File: src/rtl/eth_tx_pkt_builder.sv
// Ethernet TX packet builder: streams application payload bytes into the RMII
// transmitter's payload FIFO, zero-pads short frames, truncates long ones, then
// handshakes the transmission and enforces the inter-frame gap.
module eth_tx_pkt_builder #(
    parameter int unsigned pMIN_PAYLOAD      = 46,
    parameter int unsigned pMAX_PAYLOAD      = 1500,
    parameter int unsigned pIFG_CYCLES       = 48,
    parameter int unsigned pTX_START_TIMEOUT = 1024
) (
    input  logic        i_clk,
    input  logic        i_rst,
    input  logic [7:0]  i_s_data,
    input  logic        i_s_valid,
    input  logic        i_s_last,
    output logic        o_s_ready,
    input  logic        i_tx_en,
    output logic [7:0]  o_eth_byte,
    output logic        o_eth_byte_valid,
    output logic        o_eth_pkt_rdy,
    output logic [10:0] o_pkt_len,
    output logic        o_overflow,
    output logic        o_tx_timeout,
    output logic [15:0] o_pkt_cnt
);

    localparam int unsigned LP_TW = (pTX_START_TIMEOUT > 1) ? $clog2(pTX_START_TIMEOUT) : 1;
    localparam int unsigned LP_IW = (pIFG_CYCLES > 1) ? $clog2(pIFG_CYCLES) : 1;

    localparam logic [10:0]      LP_MIN     = 11'(pMIN_PAYLOAD);
    localparam logic [10:0]      LP_MAX     = 11'(pMAX_PAYLOAD);
    localparam logic [LP_TW-1:0] LP_TO_LAST = LP_TW'(pTX_START_TIMEOUT - 1);
    localparam logic [LP_IW-1:0] LP_IFG_LAST = LP_IW'(pIFG_CYCLES - 1);

    typedef enum logic [2:0] {
        StIdle,
        StLoad,
        StDrain,
        StPad,
        StArm,
        StWaitStart,
        StWaitEnd,
        StIfg
    } t_state;

    t_state            r_state, w_state_nxt;
    logic [10:0]       r_cnt, w_cnt_nxt;
    logic [LP_TW-1:0]  r_tcnt, w_tcnt_nxt;
    logic [LP_IW-1:0]  r_icnt, w_icnt_nxt;
    logic              r_tx_ok, w_tx_ok_nxt;

    logic [7:0]  r_eth_byte;
    logic        r_eth_byte_valid;
    logic        r_pkt_rdy;
    logic [10:0] r_pkt_len;
    logic        r_overflow;
    logic        r_tx_timeout;
    logic [15:0] r_pkt_cnt;

    logic        w_ready;
    logic        w_xfer;
    logic [10:0] w_cnt_inc;
    logic        w_wr;
    logic [7:0]  w_wr_data;
    logic        w_arm;
    logic        w_ovf;
    logic        w_tout;
    logic        w_done;

    assign w_ready   = (r_state == StIdle) || (r_state == StLoad) || (r_state == StDrain);
    assign w_xfer    = i_s_valid & w_ready;
    assign w_cnt_inc = r_cnt + 11'd1;

    // Next-state, FIFO write and pulse decode
    always_comb begin
        w_state_nxt = r_state;
        w_cnt_nxt   = r_cnt;
        w_tcnt_nxt  = r_tcnt;
        w_icnt_nxt  = r_icnt;
        w_tx_ok_nxt = r_tx_ok;
        w_wr        = 1'b0;
        w_wr_data   = i_s_data;
        w_arm       = 1'b0;
        w_ovf       = 1'b0;
        w_tout      = 1'b0;
        w_done      = 1'b0;

        case (r_state)
            StIdle: begin
                if (w_xfer) begin
                    w_wr      = 1'b1;
                    w_cnt_nxt = 11'd1;
                    if (i_s_last) begin
                        w_state_nxt = (LP_MIN > 11'd1) ? StPad : StArm;
                    end else begin
                        w_state_nxt = StLoad;
                    end
                end
            end

            StLoad: begin
                if (w_xfer) begin
                    w_wr      = 1'b1;
                    w_cnt_nxt = w_cnt_inc;
                    if (i_s_last) begin
                        w_state_nxt = (w_cnt_inc < LP_MIN) ? StPad : StArm;
                    end else if (w_cnt_inc == LP_MAX) begin
                        // Frame is full; the rest of this packet is swallowed
                        w_state_nxt = StDrain;
                    end
                end
            end

            StDrain: begin
                if (w_xfer && i_s_last) begin
                    w_ovf       = 1'b1;
                    w_state_nxt = StArm;
                end
            end

            StPad: begin
                w_wr      = 1'b1;
                w_wr_data = 8'h00;
                w_cnt_nxt = w_cnt_inc;
                if (w_cnt_inc >= LP_MIN) begin
                    w_state_nxt = StArm;
                end
            end

            StArm: begin
                w_arm       = 1'b1;
                w_tcnt_nxt  = '0;
                w_tx_ok_nxt = 1'b0;
                w_state_nxt = StWaitStart;
            end

            StWaitStart: begin
                if (i_tx_en) begin
                    w_state_nxt = StWaitEnd;
                end else if (r_tcnt == LP_TO_LAST) begin
                    // Transmitter never started: give up, but still honour the gap
                    w_tout      = 1'b1;
                    w_tx_ok_nxt = 1'b0;
                    w_icnt_nxt  = '0;
                    w_state_nxt = StIfg;
                end else begin
                    w_tcnt_nxt = r_tcnt + 1'b1;
                end
            end

            StWaitEnd: begin
                if (!i_tx_en) begin
                    w_tx_ok_nxt = 1'b1;
                    w_icnt_nxt  = '0;
                    w_state_nxt = StIfg;
                end
            end

            StIfg: begin
                if (r_icnt == LP_IFG_LAST) begin
                    w_done      = r_tx_ok;
                    w_cnt_nxt   = '0;
                    w_state_nxt = StIdle;
                end else begin
                    w_icnt_nxt = r_icnt + 1'b1;
                end
            end

            default: begin
                w_cnt_nxt   = '0;
                w_state_nxt = StIdle;
            end
        endcase
    end

    // State and counter registers
    always_ff @(posedge i_clk or posedge i_rst) begin
        if (i_rst) begin
            r_state <= StIdle;
            r_cnt   <= '0;
            r_tcnt  <= '0;
            r_icnt  <= '0;
            r_tx_ok <= 1'b0;
        end else begin
            r_state <= w_state_nxt;
            r_cnt   <= w_cnt_nxt;
            r_tcnt  <= w_tcnt_nxt;
            r_icnt  <= w_icnt_nxt;
            r_tx_ok <= w_tx_ok_nxt;
        end
    end

    // Registered FIFO write port, status pulses and packet statistics
    always_ff @(posedge i_clk or posedge i_rst) begin
        if (i_rst) begin
            r_eth_byte       <= '0;
            r_eth_byte_valid <= 1'b0;
            r_pkt_rdy        <= 1'b0;
            r_pkt_len        <= '0;
            r_overflow       <= 1'b0;
            r_tx_timeout     <= 1'b0;
            r_pkt_cnt        <= '0;
        end else begin
            r_eth_byte_valid <= w_wr;
            r_pkt_rdy        <= w_arm;
            r_overflow       <= w_ovf;
            r_tx_timeout     <= w_tout;
            if (w_wr) begin
                r_eth_byte <= w_wr_data;
                r_pkt_len  <= w_cnt_nxt;
            end
            if (w_done) begin
                r_pkt_cnt <= r_pkt_cnt + 16'd1;
            end
        end
    end

    // Ready is forced low while reset is held so every output reads 0
    assign o_s_ready        = w_ready & ~i_rst;
    assign o_eth_byte       = r_eth_byte;
    assign o_eth_byte_valid = r_eth_byte_valid;
    assign o_eth_pkt_rdy    = r_pkt_rdy;
    assign o_pkt_len        = r_pkt_len;
    assign o_overflow       = r_overflow;
    assign o_tx_timeout     = r_tx_timeout;
    assign o_pkt_cnt        = r_pkt_cnt;

endmodule

File: config.mk
export PLATFORM = sky130hd
export DESIGN_NAME = eth_tx_pkt_builder
export DESIGN_NICKNAME = d
export VERILOG_FILES = /design/src/rtl/eth_tx_pkt_builder.sv
export SDC_FILE = /design/constraint.sdc
export NUM_CORES = 1
export LEC_CHECK = 0
export ABC_CLOCK_PERIOD_IN_PS = 6300
export CORE_MARGIN = 4
export CORE_UTILIZATION = 40
export DETAILED_ROUTE_END_ITERATION = 10
export GPL_TIMING_DRIVEN = 0
export SLEW_MARGIN = 20
export SYNTH_ARGS = -nofsm -noshare
export SYNTH_HDL_FRONTEND = slang
export SYNTH_SLANG_ARGS = --single-unit
File: constraint.sdc
create_clock -name i_clk -period 6.3 [get_ports i_clk]
set_input_delay 1.26 -clock i_clk [delete_from_list [all_inputs] [get_ports i_clk]]
set_output_delay 1.26 -clock i_clk [all_outputs]
set_load 0.1 [all_outputs]
# --- Word-level counts from Yosys, hierarchy flattened ---
# Cells that the tools add are included.
word_totals:
  out_inout_bits: 40
  in_bits: 13
  elab_cells: 95
  ff_bits: 70
op_classes:
  bitwise: 3
  n_mux: 40
  magnitude_cmp: 2
  reduce_logical: 12
  eq_ne: 22
  addsub: 4
op_table:
  columns: ["operator", "n"]
  rows:
  - ["11-bit one-hot mux with 4 select lines", 1]
  - ["11-bit two-way mux", 3]
  - ["3-bit two-way mux", 11]
  - ["6-bit two-way mux", 4]
  - ["3-bit one-hot mux with 8 select lines", 1]
  - ["10-bit two-way mux", 2]
  - ["10-bit one-hot mux with 2 select lines", 1]
  - ["2-bit != test, second input constant", 9]
  - ["6-bit one-hot mux with 3 select lines", 1]
  - ["16-bit by 1-bit adder with 16-bit output, second input constant", 1]
  - ["3-bit equality test, second input constant", 4]
  - ["1-bit two-way mux", 12]
  - ["11-bit by 1-bit adder with 11-bit output, second input constant", 1]
  - ["11-bit equality test, second input constant", 1]
  - ["11-bit by 6-bit >= comparator with 1-bit output, second input constant", 1]
  - ["11-bit by 6-bit less-than comparator with 1-bit output, second input constant", 1]
  - ["10-bit by 1-bit adder with 10-bit output, second input constant", 1]
  - ["10-bit equality test, second input constant", 1]
  - ["8-bit two-way mux", 1]
  - ["8-bit AND reduction", 1]
  - ["6-bit by 1-bit adder with 6-bit output, second input constant", 1]
  - ["3-bit by 2-bit equality test with 1-bit output, second input constant", 2]
  - ["6-bit equality test, second input constant", 1]
  - ["3-bit nonzero test", 2]
  - ["17 further kinds", 19]

# --- Logic depth before layout (Yosys ltp) ---
# Gate-level depths: netlist of the first run.
depth:
  depth_word: 7
  depth_mapped: 12

# --- Worst setup path after synthesis of the first run ---
# OpenSTA, ideal clock, no wires.
synth_path:
  kind: "input to output"
  from: "input port i_rst"
  to: "output port o_s_ready"
  arrival_ns: 3.323
  t_required_ns: 5.040
  slack_ns: 1.717
  cell_stages: 1
  path_cell_list: "nor3_1"
synth_via:
  elab_chain_cells: 2
synth_lines:
  columns: ["item", "line", "text"]
  rows:
  - ["start: declaration", "11", "input logic i_rst,"]
  - ["1-bit inverter", "218", "assign o_s_ready = w_ready & ~i_rst;"]
  - ["1-bit AND", "218", null]
  - ["end: declaration", "15", "output logic o_s_ready,"]
# Every way passes these cells.

# --- Worst setup path after layout of the first run ---
# Same ends and word-level chain as after synthesis.

==> metrics.md, run 1 <==
| Metric | Value |
|---|---|
| Clk root buf | clkbuf_8 |
| Hold buffer count at CTS | 0 |
| Slowest CP cell | clkdlybuf4s50_1 |
| CTS Buf Count | 9 |
| PnR worst setup slack | 1920 ps |
| Mapped cell area | 0.00370 mm^2 |
| Routed vias | 3,115 |
| Power per cell area | 461 mW/mm^2 |
| Initial core utilization | 41.8% |
| Hold_ws | 477 ps |
| Final worst path period need | 4380 ps |
| Crit path max fanout | 2 |
| Finished Cell Area | 0.00459 mm^2 |
| Hold Path Class | flip-flop to flip-flop |
| Setup Buffers After CTS | 0 |
| Post-CTS Resized | 0 |
| Placed cell area | 0.00438 mm^2 |
| Most common cell in the netlist | dfrtp_1 |
| Max Cap Viol | 0 |
| FMAX | 228 MHz |
| DR pass1 iterations | 5 |
| Die area | 0.0109 mm^2 |
| Cells after synthesis | 407 |
| Syn avg cell area | 9.10 um^2 |
| First-pass GRT wire length | 14,500 um |
| Die span in y | 104 um |
| TritonCTS clock tree | built |
| CP endpoint kind | output port |
| Routed WL per cell | 14.4 um |
| I/O pins | 53 |
| Worst-path clk slew | 80 ps |
| Most frequent CP cell | clkdlybuf4s50_1 |
| Yosys top cell area share | a little under half |
| RSZ-0062 raised after global routing | false |
| Worst slew margin | 33.1% |
| Filler Cells Inserted | between 800 and 900 |
| Slew Limit Fails | 0 |
| Status | complete, no violations |
| Hpwl dp | 5890 um |
| Layout cells sized above 1 | 7.56% |
| Worst-skew pair later-pin latency | 340 ps |
| Tot GR Track Use | 16.0% |
| WL final | 8400 um |
| Synth area leader | dfrtp_1 |
| Clk buf depth | 2 |
| Worst slack at placement | 1920 ps |
| Register bit total from synthesis | 70 |
| Final setup violation count | 0 |
| Async set-reset flop share out of synthesis | 100% |
| H-tree depth | 3 |
| Number of routed nets with antenna violations | 0 |
| DR vias/cell | 5.33 |
| Synthesized net count | 427 |
| Setup TNS | 0 ps |
| EDFF count, synth | 0 |
| IO Port Bufs | 52 |
| Core Footprint | 0.00885 mm^2 |
| # rows | 34 |
| Critical Path AT | roughly 3100 ps |
| Die width | 104 um |
| Peak supply drop | 208 uV |
| Part of the cycle the worst path needs | 69.5% |
| Clock Skew | 9.06 ps |
| Synth cell count leaders | 70 x dfrtp_1, 65 x nand2_1, 38 x o21ai_0 |
| P&R area growth vs syn | 24.0% |
| Layout Nets | 491 |
| Synth warn | 0 |
| Critical-path cell list | clkdlybuf4s50_1 > nor3_1 > clkdlybuf4s50_1 |
| Worst path max stage delay | 1170 ps |
| Vias in the first global route | about 3,000 |
| Initial antenna violation count | 0 |
| Leak | between 2 and 2.5 nW |
| Gpl congestion | ~0.84 |
| Final hold violation count | 0 |
| Area of the multi-input gates | around 0.0018 mm^2 |
| Largest net degree at the start of global routing | between 40 and 50 |
| Area taken by flip-flops and latches | 0.00175 mm^2 |
| Diodes inserted | 0 |
| # DRC | 0 |
| CP Data Required Time | just over 5000 ps |
| Worst setup path class | primary input to output port |
| Worst slew pin tran | 1000 ps |
| First DRT Iteration DRCs | ~160 |
| Clock Sinks | 70 |
| Post-synth cell types | 52 |
| Top cells by area, synth | dfrtp_1 47%, nand2_1 6.6%, o21ai_0 5.1% |
| Sequential fraction of the synthesis area | a little under half |
| Top_reg_cell synth | dfrtp_1 |
| Worst Setup Start Kind | primary input |
| Total gr overflow | 0 |
==> power by group <==
| group | total, mW | internal, mW | switching, mW |
|---|---|---|---|
| logic | 1.11 | 0.310 | 0.797 |
| clock network | 0.383 | 0.206 | 0.177 |
| registers | 0.625 | 0.550 | 0.0757 |
==> state kept, by name (all words and copies together), names as in the netlist <==
register / count
r_icnt: 6
r_tx_ok: 1
o_pkt_len: 11
r_tcnt: 10
r_state: 3
o_eth_byte_valid: 1
o_eth_pkt_rdy: 1
r_cnt: 11
o_overflow: 1
o_eth_byte: 8
o_tx_timeout: 1
o_pkt_cnt: 16
==> kinds of logic after synthesis <==
kind of cell | share of synthesized area (%)
buf+inv | 3.99
flops | 47.3
compound gates | 15.4
mux | 0.608
fa+ha+maj | 2.37
xor+xnor | 8.04
simple gates | 22.3
==> cell usage in the layout, fill, tap and decap left out, types with 15 or more instances in the layout <==
| cell type | synthesis | layout |
|---|---|---|
| a21oi_1 | 18 | 18 |
| clkbuf_1 | 14 | 15 |
| clkdlybuf4s50_1 | 0 | 52 |
| dfrtp_1 | 70 | 70 |
| inv_1 | 16 | 15 |
| nand2_1 | 65 | 65 |
| nand3_1 | 17 | 17 |
| nor2_1 | 31 | 31 |
| o21ai_0 | 38 | 38 |
| xnor2_1 | 18 | 18 |
| xor2_1 | 16 | 16 |
==> critical path: cells and delay by family <==
kind                   cells  cell delay (ps)
buffers and inverters      2             1640
AND/OR/NAND/NOR            1              210
==> layout make-up <==
| class | instances | share of cell area (%) |
|---|---|---|
| buffer | 20 | 1.91 |
| timing repair buffer | 53 | 11.8 |
| tap | 108 | 2.94 |
| clock inverter | 4 | 1.20 |
| sequential | 70 | 38.2 |
| clock buffer | 12 | 3.38 |
| inverter | 16 | 1.36 |
| multi-input combinational | 301 | 39.3 |
==> metal layers <==
metal	track usage (%)	routed length (um)
met1	22.7	4220
met4	6.08	113
met3	3.23	432
met2	24.0	3640
met5	0	0
==> through the flow <==
step	power, mW	util, %	std cells
after floorplan	1.48	-	407
after global placement	1.73	49.3	567
after detailed placement	1.74	49.5	568
after CTS	2.13	51.9	584
after global routing	2.27	51.9	584
final	2.12	51.9	584
==> path summary, 6_finish.rpt <==
path | start | end | slack [ps] | cells after the start
setup / recovery | i_rst | o_s_ready | 1920 | 3
hold / removal | o_pkt_cnt[15]$_DFFE_PP0P_ | o_pkt_cnt[15]$_DFFE_PP0P_ | 480 | 1
setup reg to reg | r_cnt[0]$_DFF_PP0_ | r_state[2]$_DFFE_PP0P_ | 3880 | 9
hold reg to reg | o_pkt_cnt[15]$_DFFE_PP0P_ | o_pkt_cnt[15]$_DFFE_PP0P_ | 480 | 1
max in group asynchronous | i_rst | o_eth_byte_valid$_DFF_PP0_ | 4430 | 3
min in group asynchronous | i_rst | r_tcnt[3]$_DFFE_PP0P_ | 1310 | 2
Power figures use the tool's default switching activity.
==> run 2: changes to the inputs <==
--- a/config.mk
+++ b/config.mk
@@ -5,7 +5,7 @@
 export SDC_FILE = /design/constraint.sdc
 export NUM_CORES = 1
 export LEC_CHECK = 0
-export ABC_CLOCK_PERIOD_IN_PS = 6300
+export ABC_CLOCK_PERIOD_IN_PS = 3800
 export CORE_MARGIN = 4
 export CORE_UTILIZATION = 40
 export DETAILED_ROUTE_END_ITERATION = 10
==> constraint.sdc (replaced) <==
create_clock -name i_clk -period 3.8 [get_ports i_clk]
set_input_delay 0.76 -clock i_clk [delete_from_list [all_inputs] [get_ports i_clk]]
set_output_delay 0.76 -clock i_clk [all_outputs]
set_load 0.1 [all_outputs]
==> results of run 2 <==
The final DEF is identical to that of run 1. Status: complete, no violations.
Main changes from that run: setup slack after placement 1920 ps -> 417 ps; setup slack after layout 1920 ps -> 256 ps; start point of the critical path i_rst -> r_state[0]$_DFFE_PP0P_; register-to-register setup slack 3880 ps -> 1380 ps; total power 2.12 mW -> 3.51 mW; worst IR drop on VDD 208 uV -> 344 uV
==> run 3: changes to the inputs <==
--- a/config.mk
+++ b/config.mk
@@ -5,7 +5,7 @@
 export SDC_FILE = /design/constraint.sdc
 export NUM_CORES = 1
 export LEC_CHECK = 0
-export ABC_CLOCK_PERIOD_IN_PS = 3800
+export ABC_CLOCK_PERIOD_IN_PS = 3500
 export CORE_MARGIN = 4
 export CORE_UTILIZATION = 40
 export DETAILED_ROUTE_END_ITERATION = 10
==> constraint.sdc (replaced) <==
create_clock -name i_clk -period 3.5 [get_ports i_clk]
set_input_delay 0.7 -clock i_clk [delete_from_list [all_inputs] [get_ports i_clk]]
set_output_delay 0.7 -clock i_clk [all_outputs]
set_load 0.1 [all_outputs]
==> run 3 against run 2 <==
Compared with the run above: clock-buffer cell count decreased by 1; register-to-register slack got worse by 310 ps; critical path depth unchanged; sequential power increased by 9%; largest power group unchanged; die area unchanged; combinational power increased by 8%.
==> metrics.md, run 3 (synthesis gave the netlist of run 1 again) <==
| Metric | Value |
|---|---|
| Diodes inserted | 0 |
| CTS Buf Count | 9 |
| Slew Limit Fails | 0 |
| First-pass GRT wire length | 14,200 um |
| Die span in y | 104 um |
| Power per cell area | 808 mW/mm^2 |
| Layout cells sized above 1 | 7.37% |
| Flop2flop setup slack | 1070 ps |
| PnR worst setup slack | 455 ps |
| Worst Setup Start Kind | flip-flop |
| Worst reg2reg path startpoint | r_state[0]$_DFFE_PP0P_ |
| Leak | between 2 and 2.5 nW |
| Clk root buf | clkbuf_8 |
| Hold Path Class | flip-flop to flip-flop |
| FMAX | 328 MHz |
| DR vias/cell | 5.21 |
| Critical Path Source | r_state[0]$_DFFE_PP0P_ |
| Area of the multi-input gates | 0.00181 mm^2 |
| Area taken by flip-flops and latches | 0.00175 mm^2 |
| Initial core utilization | 41.8% |
| DR pass1 iterations | 4 |
| Clock Sinks | 70 |
| First DRT Iteration DRCs | between 100 and 150 |
| Crit path max fanout | 10 |
| Initial antenna violation count | 0 |
| Worst slew pin tran | 1000 ps |
| Gpl congestion | 0.853 |
| Layout Nets | just under 500 |
| Filler Cells Inserted | 858 |
| Worst slack at placement | 309 ps |
| Most frequent cells in the layout | 70 x dfrtp_1, 65 x nand2_1, 51 x clkdlybuf4s50_1 |
| # rows | 34 |
| Hpwl dp | ~6000 um |
| Final hold violation count | 0 |
| CP endpoint kind | output port |
| Worst-path clk slew | 70 ps |
| Tot GR Track Use | 15.8% |
| Total gr overflow | 0 |
| Max reg flops | 16 |
| I/O pins | 53 |
| CP Data Required Time | 2800 ps |
| WL final | 8230 um |
| Status | complete, no violations |
| Final setup violation count | 0 |
| Worst setup path class | flip-flop to output port |
| Number of routed nets with antenna violations | 0 |
| Most common cell after layout, fill and taps aside | dfrtp_1 |
| Clock Skew | about 10 ps |
| Largest net degree at the start of global routing | 37 |
| Core Footprint | 0.00885 mm^2 |
| Die area | 0.0109 mm^2 |
| IO Port Bufs | 52 |
| Setup TNS | 0 ps |
| Part of the cycle the worst path needs | 87.0% |
| Routed WL per cell | ~14 um |
| Vias in the first global route | 2,952 |
| Die width | 104 um |
| Peak supply drop | 465 uV |
| Worst slew margin | 33.1% |
| Worst-skew pair later-pin latency | 340 ps |
| FF-to-FF path depth | 11 |
| TritonCTS clock tree | built |
| Clk buf depth | 2 |
| P&R area growth vs syn | 22.7% |
| Critical Path Sink | o_s_ready |
| RSZ-0062 raised after global routing | false |
| # DRC | 0 |
| Critical Path AT | 2340 ps |
| H-tree depth | 3 |
| Routed vias | 3,037 |
| Final worst path period need | 3040 ps |
| Worst r2r dst | o_pkt_len[0]$_DFFE_PP0P_ |
| Max Cap Viol | 0 |
[run 3: cell types whose count changed in the layout (fill, tap and decap cells not counted)]
| cell | delta |
|---|---|
| clkbuf_8 | -2 |
| clkdlybuf4s50_1 | -1 |
| clkbuf_1 | +1 |
| dlymetal6s2s_1 | +1 |
| clkinv_2 | +2 |
| nor3_2 | +1 |
| nor3_1 | -1 |
| clkinvlp_4 | +1 |
| bufinv_16 | -1 |
| clkinv_4 | -2 |
[run 3: worst min path at each step]
stage	from	to	slack, ps	cells past startpoint
floorplan	r_icnt[5]$_DFFE_PP0P_	r_icnt[5]$_DFFE_PP0P_	450	1
global placement	o_pkt_len[6]$_DFFE_PP0P_	o_pkt_len[6]$_DFFE_PP0P_	460	2
detailed placement	o_pkt_cnt[15]$_DFFE_PP0P_	o_pkt_cnt[15]$_DFFE_PP0P_	460	1
CTS	o_pkt_cnt[15]$_DFFE_PP0P_	o_pkt_cnt[15]$_DFFE_PP0P_	470	1
global route	o_pkt_cnt[15]$_DFFE_PP0P_	o_pkt_cnt[15]$_DFFE_PP0P_	500	1
finish	o_pkt_cnt[15]$_DFFE_PP0P_	o_pkt_cnt[15]$_DFFE_PP0P_	470	1
[run 3: per-layer routing]
layer | share of wire [%] | routed length (um) | GRT usage [%]
met1 | 51 | 4160 | 22.2
met2 | 43 | 3550 | 24.2
met3 | 4.6 | 379 | 3.29
met4 | 1.7 | 138 | 5.70
met5 | 0 | 0 | 0
[run 3: what timing repair did]
item	4_1_cts	5_1_grt
endpoints found under the setup margin	0	1
resized for setup	0	1
hold endpoints to repair	0	0
setup buffers	0	0
hold buffers	0	0
[run 3: report_power, final]
group / internal (mW) / switching, mW
Combinational: 0.558 / 1.43
Sequential: 0.990 / 0.136
Clock: 0.251 / 0.302
[run 3: final cells by class]
cell class	instances	area share, %
well taps	108	2.97
inverters	16	1.38
plain buffers	20	1.93
flip-flops and latches	70	38.5
clock buffers	11	2.89
clock inverters	4	0.551
multi-input cells	301	39.8
repair buffers	53	11.9
[run 3: stage by stage]
stage          hold WS (ps)  utilization (%)  total power, mW  cells  area [um^2]
6_report                467             51.4             3.67    583         4540
5_1_grt                 499             51.4             3.92    583         4540
4_1_cts                 474             51.3             3.71    583         4540
3_5_place_dp            464             49.6             3.14    568         4390
3_3_place_gp            464             49.3             3.12    567         4360
2_1_floorplan           451                -             2.66    407         3710
[run 3: worst max-delay path, cell delays in order, from the launching register on]
cell and delay (ps):
dfrtp_1 400, inv_1 140, clkbuf_1 360, nor2_1 200
nor3_2 130, dlymetal6s2s_1 760
==> variant 1, RTL diff (settings of run 3) <==
Change the parameter `pTX_START_TIMEOUT` from 1024 to 4096.
--- a/src/rtl/eth_tx_pkt_builder.sv
+++ b/src/rtl/eth_tx_pkt_builder.sv
@@ -5,7 +5,7 @@
     parameter int unsigned pMIN_PAYLOAD      = 46,
     parameter int unsigned pMAX_PAYLOAD      = 1500,
     parameter int unsigned pIFG_CYCLES       = 48,
-    parameter int unsigned pTX_START_TIMEOUT = 1024
+    parameter int unsigned pTX_START_TIMEOUT = 4096
 ) (
     input  logic        i_clk,
     input  logic        i_rst,
Formal check against the unedited RTL: no difference found for any inputs over 10 cycles, from zero or initial values and one cycle with i_rst high; that may be too few to reach the edited logic, so the function may still have changed.
==> variant 1 against run 3 <==
- total power fell by 9.9%
- sequential cell count rose by 2
- area after synthesis rose by 2.2%
- wire length rose by 4.5%
- count of clock-buffer cells in the layout fell by 2
- largest cell class unchanged
- worst setup slack got worse by 0.34 ns
- clock skew rose by 0.0021 ns
- worst hold slack improved by 0.0075 ns
- cell area rose by 3.6%
- via count rose by 2.6%
==> variant 1: results (changes against run 3) <==
post-synthesis mux area share 0.01818 (+0.01210); Critical Path Source i_rst; largest net degree at the start of global routing 34 (-8.1%); Total GRT Usage 0.1602 (+0.001940); Fill cells 828 (-3.5%); leak pwr 0.002006 uW (-1.3%); Synth Area in Adders 0.01983 (-0.003822); initial drt markers 166 (+34%); dominant cells by area after synthesis dfrtp_1, xnor2_1, nand2_1; sw power 1547 uW (-17%); VDD IR-drop max 0.0002643 V (-43%); critical-path maximum fanout 33 (+23); actual slew at the worst max-slew pin 0.9926 ns (-0.007490 ns); vias per cell 5.307 (+1.9%); first-pass GRT wire length 14600 um (+2.5%); Post-synth top cells dfrtp_1, nand2_1, nor2_1; DRT Pass-1 Iters 5 (+1); grt met1 use 0.2392 (+0.01749); RR Startpoint r_cnt[0]; R2R cell count 9 (-2); vias in the first global route 2944 (-0.27%); Final Wtd Congestion 0.8408 (-1.4%); share of post-route cells with drive strength above 1 0.1201 (+0.04640); clock slew at reported path FFs 0.08 ns; routed length per instance 14.65 um (+3.8%); syn_nets 407 (-4.7%); skew final 0.01212 ns (+0.002090 ns); Hold WS 0.4750 ns (+0.007524 ns); xor-xnor portion of the synthesized cell area 0.06017 (-0.02027); post-synthesis cell type count 66 (+27%); compound-gate portion of the synthesized area 0.1716 (+0.01780); post-CTS sizing 1 (+1); outcome finished, final reports clean; met2 Use GR 0.2336 (-0.008733); GR Util met3 0.02633 (-0.006567); WP data arrival 2.69 ns (+0.35 ns); clk root buf clkbuf_8; post-DP HPWL 6109 um (+1.9%); Total Nets Final 472 (-3.9%); post-synthesis sequential area ratio 0.4760 (+0.002900)
[variant 1: cell types whose count changed after synthesis, sizes merged, moves of 4 or more]
cell	run 3	this run
clkbuf	14	5
a22o	0	10
nand2	65	45
a21o	4	8
inv	16	12
nor2	31	36
xor2	16	7
buf	6	13
a21oi	19	13
[variant 1: power groups by stage]
stage	sequential, uW	clock (uW)	combinational, uW
global placement	1070	0	1580
CTS	1060	676	1600
detailed placement	1070	0	1600
floorplan	1520	0	763
global route	1070	712	1710
finish	1060	662	1590
[variant 1: layout make-up]
cell class / instances / area (sq um) / share of cell area
Timing Repair Buffer: 54 / 560.5 / 0.1191
Clock buffer: 9 / 123.9 / 0.02632
Clock inverter: 7 / 72.57 / 0.01542
Multi-Input combinational cell: 286 / 1839 / 0.3907
Sequential cell: 72 / 1802 / 0.3828
Tap cell: 129 / 161.4 / 0.03429
Buffer: 18 / 98.84 / 0.02100
Inverter: 12 / 48.80 / 0.01037
[variant 1: stage by stage]
stage | total power (uW) | std cells | setup slack, ns | cell area [sq um]
2_1_floorplan | 2278 | 388 | 0.2724 | 3789
3_3_place_gp | 2645 | 569 | -1.462 | 4471
3_5_place_dp | 2668 | 571 | -0.2005 | 4511
4_1_cts | 3334 | 587 | 0.06699 | 4706
5_1_grt | 3498 | 587 | 0.005683 | 4707
6_report | 3305 | 587 | 0.1129 | 4707
[variant 1: critical path: stages]
cell	delay [ns]
clkdlybuf4s50_1	0.50
clkinvlp_4	0.26
buf_12	0.27
and3_1	0.20
clkdlybuf4s15_1	0.72
[variant 1: metal layers]
layer	up-vias	wire [um]
met2	90	3967
met1	1503	4173
met5	-	0
met3	13	357
met4	0	102
li1	1509	-
==> variant 2, RTL diff (config.mk and constraints of run 3) <==
Made on the original files. The 8 states of `t_state` get a one-hot encoding in 8 bits.
--- a/src/rtl/eth_tx_pkt_builder.sv
+++ b/src/rtl/eth_tx_pkt_builder.sv
@@ -31,15 +31,15 @@
     localparam logic [LP_TW-1:0] LP_TO_LAST = LP_TW'(pTX_START_TIMEOUT - 1);
     localparam logic [LP_IW-1:0] LP_IFG_LAST = LP_IW'(pIFG_CYCLES - 1);
 
-    typedef enum logic [2:0] {
-        StIdle,
-        StLoad,
-        StDrain,
-        StPad,
-        StArm,
-        StWaitStart,
-        StWaitEnd,
-        StIfg
+    typedef enum logic [7:0] {
+        StIdle      = 8'b00000001,
+        StLoad      = 8'b00000010,
+        StDrain     = 8'b00000100,
+        StPad       = 8'b00001000,
+        StArm       = 8'b00010000,
+        StWaitStart = 8'b00100000,
+        StWaitEnd   = 8'b01000000,
+        StIfg       = 8'b10000000
     } t_state;
 
     t_state            r_state, w_state_nxt;
Check against the original RTL: same outputs for any inputs over 10 cycles, from zero or initial values and one cycle with i_rst high; not proved beyond that.
==> variant 2 against run 3 <==
- synthesized cell count grew 7.4%
- worst hold slack better by 0.0071 ns
- area after synthesis rose by 12%
- cell area up 12%
- via count up 9.7%
- fmax shrank 5.3%
- total power is 15% lower
- wire length rose by 13%
- clock skew is 0.0070 ns higher
- global-route usage is 0.43 points higher
- sequential cell count increased by 5
- worst setup slack got worse by 0.17 ns
- critical path depth up 1
==> variant 2: results (changes against run 3) <==
outcome finished, final reports clean; Post-synth top cells dfrtp_1, nand2_1, nor2_1; max-cap violations 0 (unchanged); Total Nets Final 521 (+6.1%); clk root buf clkbuf_8; WP data arrival 2.52 ns (+0.18 ns); Critical Path Source r_state[5]; CP max stage cell or4_4; initial drt markers 122 (-1.6%); clock slew at reported path FFs 0.09 ns (+0.02 ns); Fill cells 937 (+9.2%); P_seq 1050 uW (-7%); VDD IR-drop max 0.0004564 V (-1.7%); skew final 0.01706 ns (+0.007034 ns); hold depth 1 (unchanged); Flop pwr share 0.335 (+0.028); R2R cell count 7 (-4); vias per cell 5.214 (about the same); syn_nets 457 (+7.0%); Synth Area in Adders 0.02115 (-0.002502); routed length per instance 14.49 um (+2.7%); Total GRT Usage 0.1625 (+0.004256); post-synthesis cell type count 60 (+15%); reg-to-reg endpoint o_pkt_len[7]; post-synthesis sequential area ratio 0.4536 (-0.01952); Sw Share 0.4317 (-0.07821); Final Wtd Congestion 0.8817 (+3.4%); post-synthesis mux area share 0.02146 (+0.01537); top cell family by delay on the critical path simple AND/OR/NAND/NOR gates; Hold WS 0.4746 ns (+0.007113 ns); CP max stage delay 0.56 ns (-0.20 ns); first-pass GRT wire length 15700 um (+10%); post-DP HPWL 6682 um (+11%); vias in the first global route 3399 (+15%); xor-xnor portion of the synthesized cell area 0.08250 (+0.002070); P_comb 1330 uW (-33%); compound-gate portion of the synthesized area 0.1312 (-0.02261); leak pwr 0.002300 uW (+13%); RR Startpoint r_state[0]; dominant cells by area after synthesis dfrtp_1, xnor2_1, nand2_1; actual slew at the worst max-slew pin 0.9990 ns (-0.001150 ns); largest net degree at the start of global routing 41 (+11%); share of post-route cells with drive strength above 1 0.1166 (+0.04292); Reg2Reg Setup Slack 0.68 ns (-0.39 ns)
variant 2: cell types whose count changed after synthesis, moves of 4 or more:
cell,delta
buf_2,+6
nor2b_1,+8
nand2_1,-18
o21ai_0,-15
a21oi_1,-5
xnor2_1,+4
dfrtp_1,+4
nand3_1,+6
nor2_1,+12
buf_6,+5
clkbuf_1,-10
mux2_2,+5
nand4_1,+12
variant 2: area by class of cell:
class | count | share of cell area
Sequential cell | 75 | 0.3699
Clock inverter | 7 | 0.01971
Timing Repair Buffer | 53 | 0.1055
Multi-Input combinational cell | 323 | 0.4078
Tap cell | 133 | 0.03277
Buffer | 22 | 0.02686
Inverter | 17 | 0.01306
Clock buffer | 9 | 0.02440
variant 2: metrics by stage:
stage / area (sq um) / setup WS, ns / setup TNS, ns / utilization / std cells
final: 5077 / 0.2834 / 0 / 0.5124 / 639
after global routing: 5077 / 0.1260 / 0 / 0.5124 / 639
after CTS: 5072 / 0.05237 / 0 / 0.5119 / 639
after detailed placement: 4853 / -0.2670 / -0.2670 / 0.4898 / 623
after global placement: 4831 / -0.4954 / -36.61 / 0.4875 / 622
after floorplan: 4144 / 0.3391 / 0 / - / 437
variant 2: what timing repair did:
item,in CTS,in global routing
hold buffers,0,0
gates cloned,0,0
setup endpoints to repair,1,1
gates resized for setup,5,1
variant 2: metal layers:
metal	wire length, um	global-route usage	up-vias
met1	4459	0.2228	1605
li1	-	-	1652
met4	70	0.05254	0
met2	4366	0.2607	70
met5	0	0	-
met3	365	0.02877	5
variant 2: logic make-up after synthesis:
family	after synthesis
adder cells (fa/ha/maj)	7
flip-flops	75
AO/OA/AOI/OAI	76
buffers and inverters	39
multiplexers	8
AND/OR/NAND/NOR	193
XOR/XNOR	39
